===== config.mk =====
export PLATFORM = sky130hd
export DESIGN_NAME = m68k_bus_arbiter
export DESIGN_NICKNAME = d
export VERILOG_FILES = /design/src/rtl/pistorm_pkg.sv /design/src/rtl/m68k_bus_arbiter_rr_picker.sv /design/src/rtl/m68k_bus_arbiter.sv
export SDC_FILE = /design/constraint.sdc
export NUM_CORES = 1
export LEC_CHECK = 0
export ABC_AREA = 1
export CORE_AREA = 3 3 91 76
export DETAILED_ROUTE_END_ITERATION = 6
export DIE_AREA = 0 0 94 79
export SLEW_MARGIN = 25
export SYNTH_ARGS = -nofsm -noshare
export SYNTH_HDL_FRONTEND = slang
export SYNTH_HIERARCHICAL = 1
export SYNTH_SLANG_ARGS = --single-unit

===== constraint.sdc =====
create_clock -name PI_CLK -period 3.3 [get_ports PI_CLK]
set_input_delay 0.66 -clock PI_CLK [delete_from_list [all_inputs] [get_ports PI_CLK]]
set_output_delay 0.66 -clock PI_CLK [all_outputs]
set_load 0.05 [all_outputs]

===== src/rtl/pistorm_pkg.sv =====
// Types and constants shared by the PiStorm bus arbiter and the 68000 cycle engine.
// Holds the arbiter state encoding, the bus-owner tag and the 68000 function-code values.
package pistorm_pkg;

    typedef enum logic [2:0] {
        ARB_IDLE    = 3'd0,
        ARB_RUN     = 3'd1,
        ARB_LOCK    = 3'd2,
        ARB_BG_WAIT = 3'd3,
        ARB_EXT_OWN = 3'd4
    } arb_state_t;

    typedef enum logic {
        OWNER_PI  = 1'b0,
        OWNER_EXT = 1'b1
    } bus_owner_t;

    localparam logic [2:0] FC_USER_DATA  = 3'd1;
    localparam logic [2:0] FC_USER_PROG  = 3'd2;
    localparam logic [2:0] FC_SUPER_DATA = 3'd5;
    localparam logic [2:0] FC_SUPER_PROG = 3'd6;
    localparam logic [2:0] FC_CPU_SPACE  = 3'd7;

    // Requester index width; a single requester still gets one index bit.
    function automatic int unsigned idx_width(input int unsigned n);
        return (n < 2) ? 1 : $clog2(n);
    endfunction

endpackage


===== src/rtl/m68k_bus_arbiter_rr_picker.sv =====
// Round-robin picker: first set request strictly after the pointer, wrapping to 0.
// Purely combinational; returns one-hot, binary index and an any-request flag.
module rr_picker
    import pistorm_pkg::*;
#(
    parameter int unsigned N_REQ = 2,
    parameter int unsigned W_IDX = idx_width(N_REQ)
) (
    input  logic [N_REQ-1:0] req,
    input  logic [W_IDX-1:0] ptr,
    output logic [N_REQ-1:0] pick_oh,
    output logic [W_IDX-1:0] pick_idx,
    output logic             pick_any
);

    always_comb begin
        int unsigned cand;
        pick_oh  = '0;
        pick_idx = '0;
        pick_any = 1'b0;
        cand     = 0;
        for (int unsigned off = 1; off <= N_REQ; off++) begin
            cand = (32'(ptr) + off) % N_REQ;
            if (!pick_any && req[cand[W_IDX-1:0]]) begin
                pick_any                   = 1'b1;
                pick_idx                   = cand[W_IDX-1:0];
                pick_oh[cand[W_IDX-1:0]]   = 1'b1;
            end
        end
    end

endmodule


===== src/rtl/m68k_bus_arbiter.sv =====
// 68000 bus arbiter: round-robin among internal requesters plus the external BR/BG/BGACK
// handshake, with locked read-modify-write support and a bus-grant timeout.
module m68k_bus_arbiter
    import pistorm_pkg::*;
#(
    parameter int unsigned N_REQ      = 2,
    parameter int unsigned W_IDX      = idx_width(N_REQ),
    parameter int unsigned BG_TIMEOUT = 255
) (
    input  logic             PI_CLK,
    input  logic             PI_RST_n,
    input  logic [N_REQ-1:0] req,
    input  logic [N_REQ-1:0] req_lock,
    output logic [N_REQ-1:0] gnt,
    output logic [W_IDX-1:0] gnt_idx,
    output logic [N_REQ-1:0] done,
    output logic             eng_start,
    input  logic             eng_busy,
    input  logic             eng_done,
    input  logic             M68K_BR_n,
    input  logic             M68K_BGACK_n,
    output logic             M68K_BG_n,
    output logic             bus_drive,
    output logic             bg_timeout
);

    localparam int unsigned CNT_W = $clog2(BG_TIMEOUT + 1);

    arb_state_t       state;
    logic             br_meta, br_s;
    logic             bgack_meta, bgack_s;
    logic [W_IDX-1:0] rr_ptr;
    logic             ext_fair;
    logic [CNT_W-1:0] bg_cnt;

    logic [N_REQ-1:0] pick_oh;
    logic [W_IDX-1:0] pick_idx;
    logic             pick_any;
    logic             ext_held_off;

    always_ff @(posedge PI_CLK or negedge PI_RST_n) begin
        if (!PI_RST_n) begin
            br_meta    <= 1'b0;
            br_s       <= 1'b0;
            bgack_meta <= 1'b0;
            bgack_s    <= 1'b0;
        end else begin
            br_meta    <= ~M68K_BR_n;
            br_s       <= br_meta;
            bgack_meta <= ~M68K_BGACK_n;
            bgack_s    <= bgack_meta;
        end
    end

    rr_picker #(
        .N_REQ (N_REQ),
        .W_IDX (W_IDX)
    ) u_picker (
        .req      (req),
        .ptr      (rr_ptr),
        .pick_oh  (pick_oh),
        .pick_idx (pick_idx),
        .pick_any (pick_any)
    );

    // After an external tenure, pending internal work goes ahead of a waiting BR.
    assign ext_held_off = ext_fair && (|req);

    always_ff @(posedge PI_CLK or negedge PI_RST_n) begin
        if (!PI_RST_n) begin
            state      <= ARB_IDLE;
            gnt        <= '0;
            gnt_idx    <= '0;
            done       <= '0;
            eng_start  <= 1'b0;
            M68K_BG_n  <= 1'b1;
            bus_drive  <= 1'b1;
            bg_timeout <= 1'b0;
            rr_ptr     <= W_IDX'(N_REQ - 1);
            ext_fair   <= 1'b0;
            bg_cnt     <= '0;
        end else begin
            done       <= '0;
            eng_start  <= 1'b0;
            bg_timeout <= 1'b0;

            case (state)
                ARB_IDLE: begin
                    if (done == '0 && !eng_busy) begin
                        if (bgack_s) begin
                            state     <= ARB_EXT_OWN;
                            bus_drive <= 1'b0;
                        end else if (br_s && !ext_held_off) begin
                            state     <= ARB_BG_WAIT;
                            M68K_BG_n <= 1'b0;
                            bg_cnt    <= '0;
                        end else if (pick_any) begin
                            state     <= ARB_RUN;
                            gnt       <= pick_oh;
                            gnt_idx   <= pick_idx;
                            eng_start <= 1'b1;
                            rr_ptr    <= pick_idx;
                            ext_fair  <= 1'b0;
                        end
                    end
                end

                ARB_RUN: begin
                    if (eng_done) begin
                        done <= gnt;
                        if (req_lock[gnt_idx]) begin
                            state <= ARB_LOCK;
                        end else begin
                            state <= ARB_IDLE;
                            gnt   <= '0;
                        end
                    end
                end

                ARB_LOCK: begin
                    if (req[gnt_idx] && !done[gnt_idx]) begin
                        state     <= ARB_RUN;
                        eng_start <= 1'b1;
                    end else if (!req_lock[gnt_idx]) begin
                        state <= ARB_IDLE;
                        gnt   <= '0;
                    end
                end

                ARB_BG_WAIT: begin
                    if (bgack_s) begin
                        state     <= ARB_EXT_OWN;
                        M68K_BG_n <= 1'b1;
                        bus_drive <= 1'b0;
                        bg_cnt    <= '0;
                    end else if (!br_s) begin
                        state     <= ARB_IDLE;
                        M68K_BG_n <= 1'b1;
                        bg_cnt    <= '0;
                    end else if (bg_cnt == CNT_W'(BG_TIMEOUT - 1)) begin
                        // Counter is one behind the number of cycles BG has been low.
                        state      <= ARB_IDLE;
                        M68K_BG_n  <= 1'b1;
                        bg_timeout <= 1'b1;
                        ext_fair   <= 1'b1;
                        bg_cnt     <= '0;
                    end else begin
                        bg_cnt <= bg_cnt + CNT_W'(1);
                    end
                end

                ARB_EXT_OWN: begin
                    if (!bgack_s) begin
                        state     <= ARB_IDLE;
                        bus_drive <= 1'b1;
                        ext_fair  <= 1'b1;
                    end
                end

                default: begin
                    state <= ARB_IDLE;
                end
            endcase
        end
    end

endmodule


==> impl_metrics.yaml, run 1 <==
critical_path:
  r2r_start: "bg_cnt[0]"
  crit_family: "buffers and inverters"
  end_kind: "primary output"
  rr_endpoint: "state[0]"
  slowest_stage: "clkdlybuf4s50_1"
  rrSetupSlack_ns: 1.70
  worst_r2r_path_depth: 11
  path_buf_inv: 1
  max_stage_delay_ns: 0.80
  worstSetupPathType: "reg2out"
  required_ns: 2.64
  worst_setup_path_start_kind: "register"
  path_max_fanout: 2
  crit_chain: "clkdlybuf4s50_1"
  cp.depth: 1
  cp.arrival_ns: 1.62
sta:
  period_needed_ns: 2.28
  tightest_slew_ns: 0.501
  fin_crit_sh: 0.690
  max_freq_mhz: 439
  fin_hold_ws_ns: 0.354
  setup_tns_ns: 0
  timing.slew.headroom: 0.665
  setup_ws_ns: 1.02
  setup_violations: 0
  rsz0062_at_grt: "false"
  slew_violations: 0
  hold_viol_final: 0
  finalClockSkew_ns: 0.00342
global_routing:
  grt_pass1_vias: 1256
  grt_pass1_wl_um: 5820
  grt_usage: 0.0972
  gr-total-overflow: 0
  grt_max_degree: 27
  antenna_found_initial: 0
cells_and_area:
  design_area_um2: 1870
  fillers: 643
  diodes: 0
  fin_nets: 248
  regArea_um2: 654
  post-route-util: 0.315
  layout-drive-gt1-share: 0.111
  multi_input_area_um2: 748
  fin_cells: 316
  area_growth_syn_to_layout_pct: 23.8
placement:
  place_area_um2: 1800
  gp_congestion: 0.841
  port_buffers: 18
  place_inst: 312
  pre_cts_slack_ns: 1.14
  hpwl_um: 2600
die:
  core_um2: 5940
  die_w_um: 94
  die_area_um2: 7430
  fp.dieH_um: 79
  start_util: 0.254
  ios: 19
  fp-row-count: 25
min_path:
  worst_hold_path_type: "reg2reg"
  min_to: "bgack_s"
  worstHoldPathCells: 0
  worstHoldStart: "bgack_meta"
synthesis:
  ys_ff_latch: 26
  yosysTopAreaCell: "dfrtp_1"
  synthesis.nets: 224
  syn_avg_cell_area_um2: 7.13
  yosys_warnings: 6
  yosysUniqueCellTypes: 22
  yosysTopAreaCellShare: 0.381
  ys_seq_area_frac: 0.433
  synthCells: 212
  synth.cell_area_um2: 1510
  synth_area_leaders: "dfrtp_1, nand2_1, nand3_1"
route:
  dr_total_vias: 1379
  routed_wl_um: 3380
  drc_errors: 0
  wl_per_cell_um: 10.7
  met3_wirelength_um: 143
  top_layer: "met4"
  ant_nets: 0
  drt-initial-drc-count: 103
  met1_length_um: 1810
  drtPass1Iterations: 4
  drt-vias-per-instance: 4.36
  wl_met2_um: 1410
cts:
  clk_path_buf_depth: 2
  cts_buffers: 3
  clk_latency_ns: 0.28
  cts_setup_buffers: 0
  cts.sinks: 26
  tritoncts: "yes"
  path_clk_slew_ns: 0.09
  ctsRootBufferMaster: "clkbuf_8"
  cts-resized-gates: 0
  cts_max_level: 1
  hold_buffers: 0
job:
  cap_viol_max_count: 0
power_and_ir_drop:
  p_total_mw: 1.27
  vdd_ir_drop_max_mv: 0.251
  power.leakage_nw: 0.956
  power-per-cell-area_nw_per_um2: 677
run_status:
  outcome: "finished clean"
-- layout by cell type (no fill, tap or decap) --
master and instances:
a21oi_1 3, o21bai_1 1, nand2_2 5, clkdlybuf4s50_1 18, nand4_1 7, nor3_1 3, buf_4 1, o21ai_2 1
nor2_2 1, nor2_4 2, nand3_1 27, nand2_1 72, bufinv_16 1, nor2_1 20, ha_1 2, or2_2 1
inv_1 24, o21ai_0 6, nand3_2 1, o22ai_1 1, xor2_1 2, clkbuf_8 3, dfstp_2 3, inv_2 5
dfrtp_1 23, nand2_4 2
-- final cells by class --
class	instances	area share
clock inverter	1	0.0160
clock buffer	3	0.0221
multi-input combinational	157	0.400
timing repair buffer	19	0.100
tap	81	0.0541
inverter	29	0.0582
sequential	26	0.350
-- synth_stat cells --
cell	n
a21oi_1	3
dfrtp_1	23
dfstp_2	3
ha_1	2
inv_1	24
inv_2	5
nand2_1	72
nand2_2	5
nand2_4	2
nand3_1	27
nand3_2	1
nand4_1	7
nor2_1	20
nor2_2	1
nor2_4	2
nor3_1	3
o21ai_0	6
o21ai_2	1
o21bai_1	1
o22ai_1	1
or2_2	1
xor2_1	2
-- sequential cells by signal (all words and copies together) (netlist names) --
signal and count:
M68K_BG_n 1, gnt 2, br_meta 1, rr_ptr 1
bgack_meta 1, br_s 1, gnt_idx 1, bgack_s 1
state 3, bg_cnt 8, ext_fair 1, done 2
bus_drive 1, eng_start 1, bg_timeout 1
-- where the power goes --
| group | total [mW] | internal [mW] | leakage, nW | switching, mW |
|---|---|---|---|---|
| Sequential | 0.452 | 0.391 | 0.336 | 0.0612 |
| Clock | 0.264 | 0.162 | 0.0357 | 0.102 |
| Combinational | 0.552 | 0.174 | 0.584 | 0.378 |
| Total | 1.27 | 0.727 | 0.956 | 0.541 |
-- worst max path at each step --
stage | slack (ns) | from | end
after floorplan | 1.81 | eng_busy | bg_cnt[0]
after global placement | 1.19 | req[0] | bg_cnt[1]
after detailed placement | 1.14 | req[0] | bg_cnt[0]
after CTS | 0.99 | M68K_BG_n | M68K_BG_n
after global routing | 0.98 | M68K_BG_n | M68K_BG_n
final | 1.02 | M68K_BG_n | M68K_BG_n
-- worst register-to-register path, stage by stage (launching register included) --
cell     delay [ns]
dfrtp_1        0.43
inv_1          0.09
ha_1           0.14
inv_1          0.04
nor2_1         0.17
nand2_4        0.11
nand2_2        0.12
nand2_2        0.07
nor2_2         0.11
nand2_1        0.09
nand2_1        0.06
nand2_1        0.05
-- logic make-up after synthesis --
family	count (synthesis)	share of synthesized area
AO/OA/AOI/OAI	12	0.0447
adder cells (fa/ha/maj)	2	0.0166
buffers and inverters	29	0.0720
flip-flops	26	0.433
XOR/XNOR	2	0.0116
AND/OR/NAND/NOR	141	0.422
-- routing by layer --
metal / up-vias / global-route usage
met5: - / 0
met4: 0 / 0.0130
met3: 3 / 0.0294
met2: 18 / 0.144
met1: 636 / 0.143
li1: 722 / -
Power figures use the tool's default switching activity.
==> run 2: changes to the inputs <==
Clock period 3.3 ns to 1.83 ns, I/O delays scaled along.
==> run 2 against run 1 <==
Effect of this change: final area is the same; sequential share of layout area is the same; combinational power grew 81%; critical path depth grew 10; critical endpoint is now state[0]; register-to-register slack lost 1.4 ns; power grew 81%; critical path type is now reg2reg; highest routed layer is now met3; routed wire length shrank 1.3%; global-route usage grew 0.072 points.
==> impl_metrics.yaml, run 2 (synthesis results as in run 1) <==
run_status:
  outcome: "finished clean"
sta:
  timing.slew.headroom: 0.769
  setup_tns_ns: 0
  finalClockSkew_ns: 0.00391
  tightest_slew_ns: 0.346
  period_needed_ns: 1.58
  max_freq_mhz: 633
  setup_violations: 0
  fin_crit_sh: 0.863
  rsz0062_at_grt: "false"
  hold_viol_final: 0
  slew_violations: 0
  setup_ws_ns: 0.250
critical_path:
  path_buf_inv: 2
  crit_chain: "inv_1 > ha_1 > inv_1 > nor2_1 > nand2_4 > nand2_2 > nand2_2 > nor2_2 > nand2_1 > nand2_1 > nand2_1"
  crit_family: "simple AND/OR/NAND/NOR gates"
  end_kind: "register"
  cp.arrival_ns: 1.75
  worst_setup_path_start_kind: "register"
  slowest_stage: "dfrtp_1"
  required_ns: 2.00
  path_max_fanout: 8
  worstSetupPathType: "reg2reg"
  max_stage_delay_ns: 0.43
  path_common_cell: "nand2_1"
die:
  die_w_um: 94
  fp.dieH_um: 79
  die_area_um2: 7430
  fp-row-count: 25
  start_util: 0.254
  core_um2: 5940
  ios: 19
cts:
  cts_max_level: 1
  clk_path_buf_depth: 2
  cts_buffers: 3
  tritoncts: "yes"
  ctsRootBufferMaster: "clkbuf_8"
  cts-resized-gates: 0
  path_clk_slew_ns: 0.09
  cts.sinks: 26
  clk_latency_ns: 0.27
  cts_setup_buffers: 0
  hold_buffers: 0
global_routing:
  gr-total-overflow: 0
  grtUsageMet3: 0.0284
  gr-usage-met1: 0.147
  grt_use_met2: 0.142
  grt_pass1_vias: 1264
  grt_usage: 0.0979
  busiest_layer: "met1"
  antenna_found_initial: 0
  grt_max_degree: 27
  grt_pass1_wl_um: 5840
cells_and_area:
  final_common_cell: "nand2_1"
  diodes: 0
  area_growth_syn_to_layout_pct: 23.8
  largest_reg_flops: 8
  regMostFlops: "bg_cnt"
  final_cell_mix: "nand2_1, nand3_1, inv_1, dfrtp_1, nor2_1"
  layout-drive-gt1-share: 0.160
  fin_nets: 251
  fillers: 656
  largestRegisters: "bg_cnt: 8 flops, state: 3 flops"
route:
  drc_errors: 0
  drt-vias-per-instance: 4.18
  drt-initial-drc-count: 82
  drtPass1Iterations: 4
  ant_nets: 0
  dr_total_vias: 1332
  routed_wl_um: 3330
  wl_per_cell_um: 10.5
power_and_ir_drop:
  power-per-cell-area_nw_per_um2: 1220
  vdd_ir_drop_max_mv: 0.583
  power.leakage_nw: 0.986
placement:
  port_buffers: 18
  pre_cts_slack_ns: 0.0358
  hpwl_um: 2600
  gp_congestion: 0.879
job:
  cap_viol_max_count: 0
min_path:
  worst_hold_path_type: "reg2reg"
run 2: changes by cell type in the layout (fill, tap and decap cells not counted):
cell and change:
buf_4 +12, clkdlybuf4s50_1 -9
run 2: worst paths after layout:
path	start	to	slack (ns)	depth (start not counted)
hold / removal	br_meta	br_s	0.36	0
setup / recovery	bg_cnt[0]	state[0]	0.25	11
max in group asynchronous	PI_RST_n	bus_drive	1.07	2
min in group asynchronous	PI_RST_n	bg_cnt[6]	0.46	2
setup reg to reg	bg_cnt[0]	state[0]	0.25	11
hold reg to reg	br_meta	br_s	0.36	0
run 2: metrics by stage:
step	area, um2	utilization	instances	hold WS [ns]	power, mW
5_1_grt	1870	0.315	319	0.364	2.47
3_3_place_gp	1800	0.303	315	0.333	1.82
2_1_floorplan	1510	-	212	0.0704	1.52
6_report	1870	0.315	319	0.357	2.29
3_5_place_dp	1800	0.303	315	0.335	1.82
4_1_cts	1870	0.315	319	0.358	2.31
run 2: report_power, final:
| part | leakage, nW | internal, mW | switching, mW |
|---|---|---|---|
| Sequential | 0.336 | 0.704 | 0.109 |
| Combinational | 0.614 | 0.315 | 0.682 |
| Clock | 0.0357 | 0.293 | 0.186 |
| Total | 0.986 | 1.31 | 0.977 |
run 2: metal layers:
| metal | wire length [um] | part of all wire |
|---|---|---|
| met2 | 1360 | 0.41 |
| met1 | 1770 | 0.53 |
| met3 | 200 | 0.060 |
| met4 | 0 | 0 |
| met5 | 0 | 0 |
run 2: final cells by class:
cell class,instances,area (um2),area share
clock buffer,3,41.3,0.0221
clock inverter,1,30.0,0.0160
inverter,29,109,0.0582
multi-input combinational,157,748,0.400
sequential,26,654,0.350
tap,81,101,0.0541
timing repair buffer,22,188,0.100
==> run 3: changes to the inputs <==
Settings changed: CORE_AREA 3 3 91 76 to 3 3 97 72, DIE_AREA 0 0 94 79 to 0 0 100 75.
==> run 3 against run 2 <==
Effect of this change: worst setup slack improved by 0.014 ns; power is 5.4% lower; routed wire length unchanged; sequential share of layout area increased by 0.38 points; largest cell class unchanged.
==> impl_metrics.yaml, run 3 (synthesis results as in run 1) <==
cts:
  cts.sinks: 26
  cts_setup_buffers: 0
  tritoncts: "yes"
  hold_buffers: 0
  cts_buffers: 3
  ctsRootBufferMaster: "clkbuf_8"
  path_clk_slew_ns: 0.08
  cts-resized-gates: 0
  cts_max_level: 1
  clk_path_buf_depth: 2
  clk_latency_ns: 0.27
cells_and_area:
  area_growth_syn_to_layout_pct: 22.5
  post-route-util: 0.304
  layout-drive-gt1-share: 0.160
  fin_nets: 251
  final_cell_mix: "nand2_1, nand3_1, inv_1, dfrtp_1, nor2_1"
  diodes: 0
  largest_reg_flops: 8
  fillers: 650
  largestRegisters: "bg_cnt: 8 flops, state: 3 flops"
  final_common_cell: "nand2_1"
  regMostFlops: "bg_cnt"
global_routing:
  antenna_found_initial: 0
  grt_max_degree: 27
  grt_pass1_vias: 1265
  grt_usage: 0.0974
  grt_pass1_wl_um: 5890
  gr-total-overflow: 0
placement:
  hpwl_um: 2660
  port_buffers: 18
  gp_congestion: 0.804
route:
  drt-vias-per-instance: 4.28
  ant_nets: 0
  routed_wl_um: 3330
  drtPass1Iterations: 4
  dr_total_vias: 1351
  wl_per_cell_um: 10.6
  drt-initial-drc-count: 111
  drc_errors: 0
die:
  start_util: 0.248
  ios: 19
  die_area_um2: 7500
  fp-row-count: 24
  fp.dieH_um: 75
  core_um2: 6100
  die_w_um: 100
sta:
  tightest_slew_ns: 0.318
  period_needed_ns: 1.57
  slew_violations: 0
  setup_tns_ns: 0
  max_freq_mhz: 639
  fin_crit_sh: 0.855
  finalClockSkew_ns: 0.00169
  timing.slew.headroom: 0.788
  hold_viol_final: 0
  setup_violations: 0
  rsz0062_at_grt: "false"
power_and_ir_drop:
  p_comb_frac: 0.452
  switching_power_uw: 955
  p_clk_frac: 0.168
  power-per-cell-area_nw_per_um2: 1170
  swShare: 0.441
  power.leakage_nw: 0.979
  vdd_ir_drop_max_mv: 0.586
  p_int_mw: 1.21
  p_seq_frac: 0.380
critical_path:
  required_ns: 2.00
  end_kind: "register"
  cp.arrival_ns: 1.73
  worst_setup_path_start_kind: "register"
  worstSetupPathType: "reg2reg"
  path_max_fanout: 8
run_status:
  outcome: "finished clean"
min_path:
  worst_hold_path_type: "reg2reg"
job:
  cap_viol_max_count: 0
## run 3: metal layers
metal,global-route usage,vias up,wire (um)
li1,-,722,-
met1,0.151,601,1900
met2,0.137,26,1270
met3,0.0259,2,149
met4,0.0135,0,10
met5,0,-,0
## run 3: critical path: stages (launching register included)
cell	delay [ns]
dfrtp_1	0.43
inv_1	0.09
ha_1	0.14
inv_1	0.03
nor2_1	0.17
nand2_4	0.12
nand2_2	0.13
nand2_2	0.07
nor2_2	0.12
nand2_1	0.06
nand2_1	0.05
nand2_1	0.05
## run 3: metrics by stage
step / worst slack [ns] / instances / hold WS, ns / instance area [um2] / power, mW
after floorplan: 0.356 / 212 / 0.0704 / 1510 / 1.52
after global placement: 0.0674 / 312 / 0.334 / 1800 / 1.81
after detailed placement: 0.0228 / 312 / 0.336 / 1800 / 1.82
after CTS: 0.251 / 316 / 0.358 / 1850 / 2.19
after global routing: 0.0783 / 316 / 0.364 / 1850 / 2.35
final: 0.265 / 316 / 0.353 / 1850 / 2.17
## run 3: power groups by stage
stage	Combinational (mW)	Sequential [mW]	Clock [mW]
CTS	0.986	0.824	0.381
detailed placement	0.984	0.831	0
global route	1.10	0.849	0.404
finish	0.979	0.824	0.363
floorplan	0.524	1.00	0
global placement	0.972	0.834	0
## run 3: worst paths after layout
kind,start,to,slack [ns],depth (start not counted)
max,bg_cnt[0],state[0],0.26,11
min in group asynchronous,PI_RST_n,bg_cnt[7],0.46,2
min reg2reg,bgack_meta,bgack_s,0.35,0
max reg2reg,bg_cnt[0],state[0],0.26,11
min,bgack_meta,bgack_s,0.35,0
max in group asynchronous,PI_RST_n,rr_ptr,1.08,2
## run 3: layout make-up
type / instances / area, um2 / share of cell area
multi-input cells: 157 / 748 / 0.404
flip-flops and latches: 26 / 654 / 0.353
repair buffers: 22 / 188 / 0.101
inverters: 29 / 109 / 0.0588
well taps: 78 / 97.6 / 0.0527
clock buffers: 4 / 55.1 / 0.0297
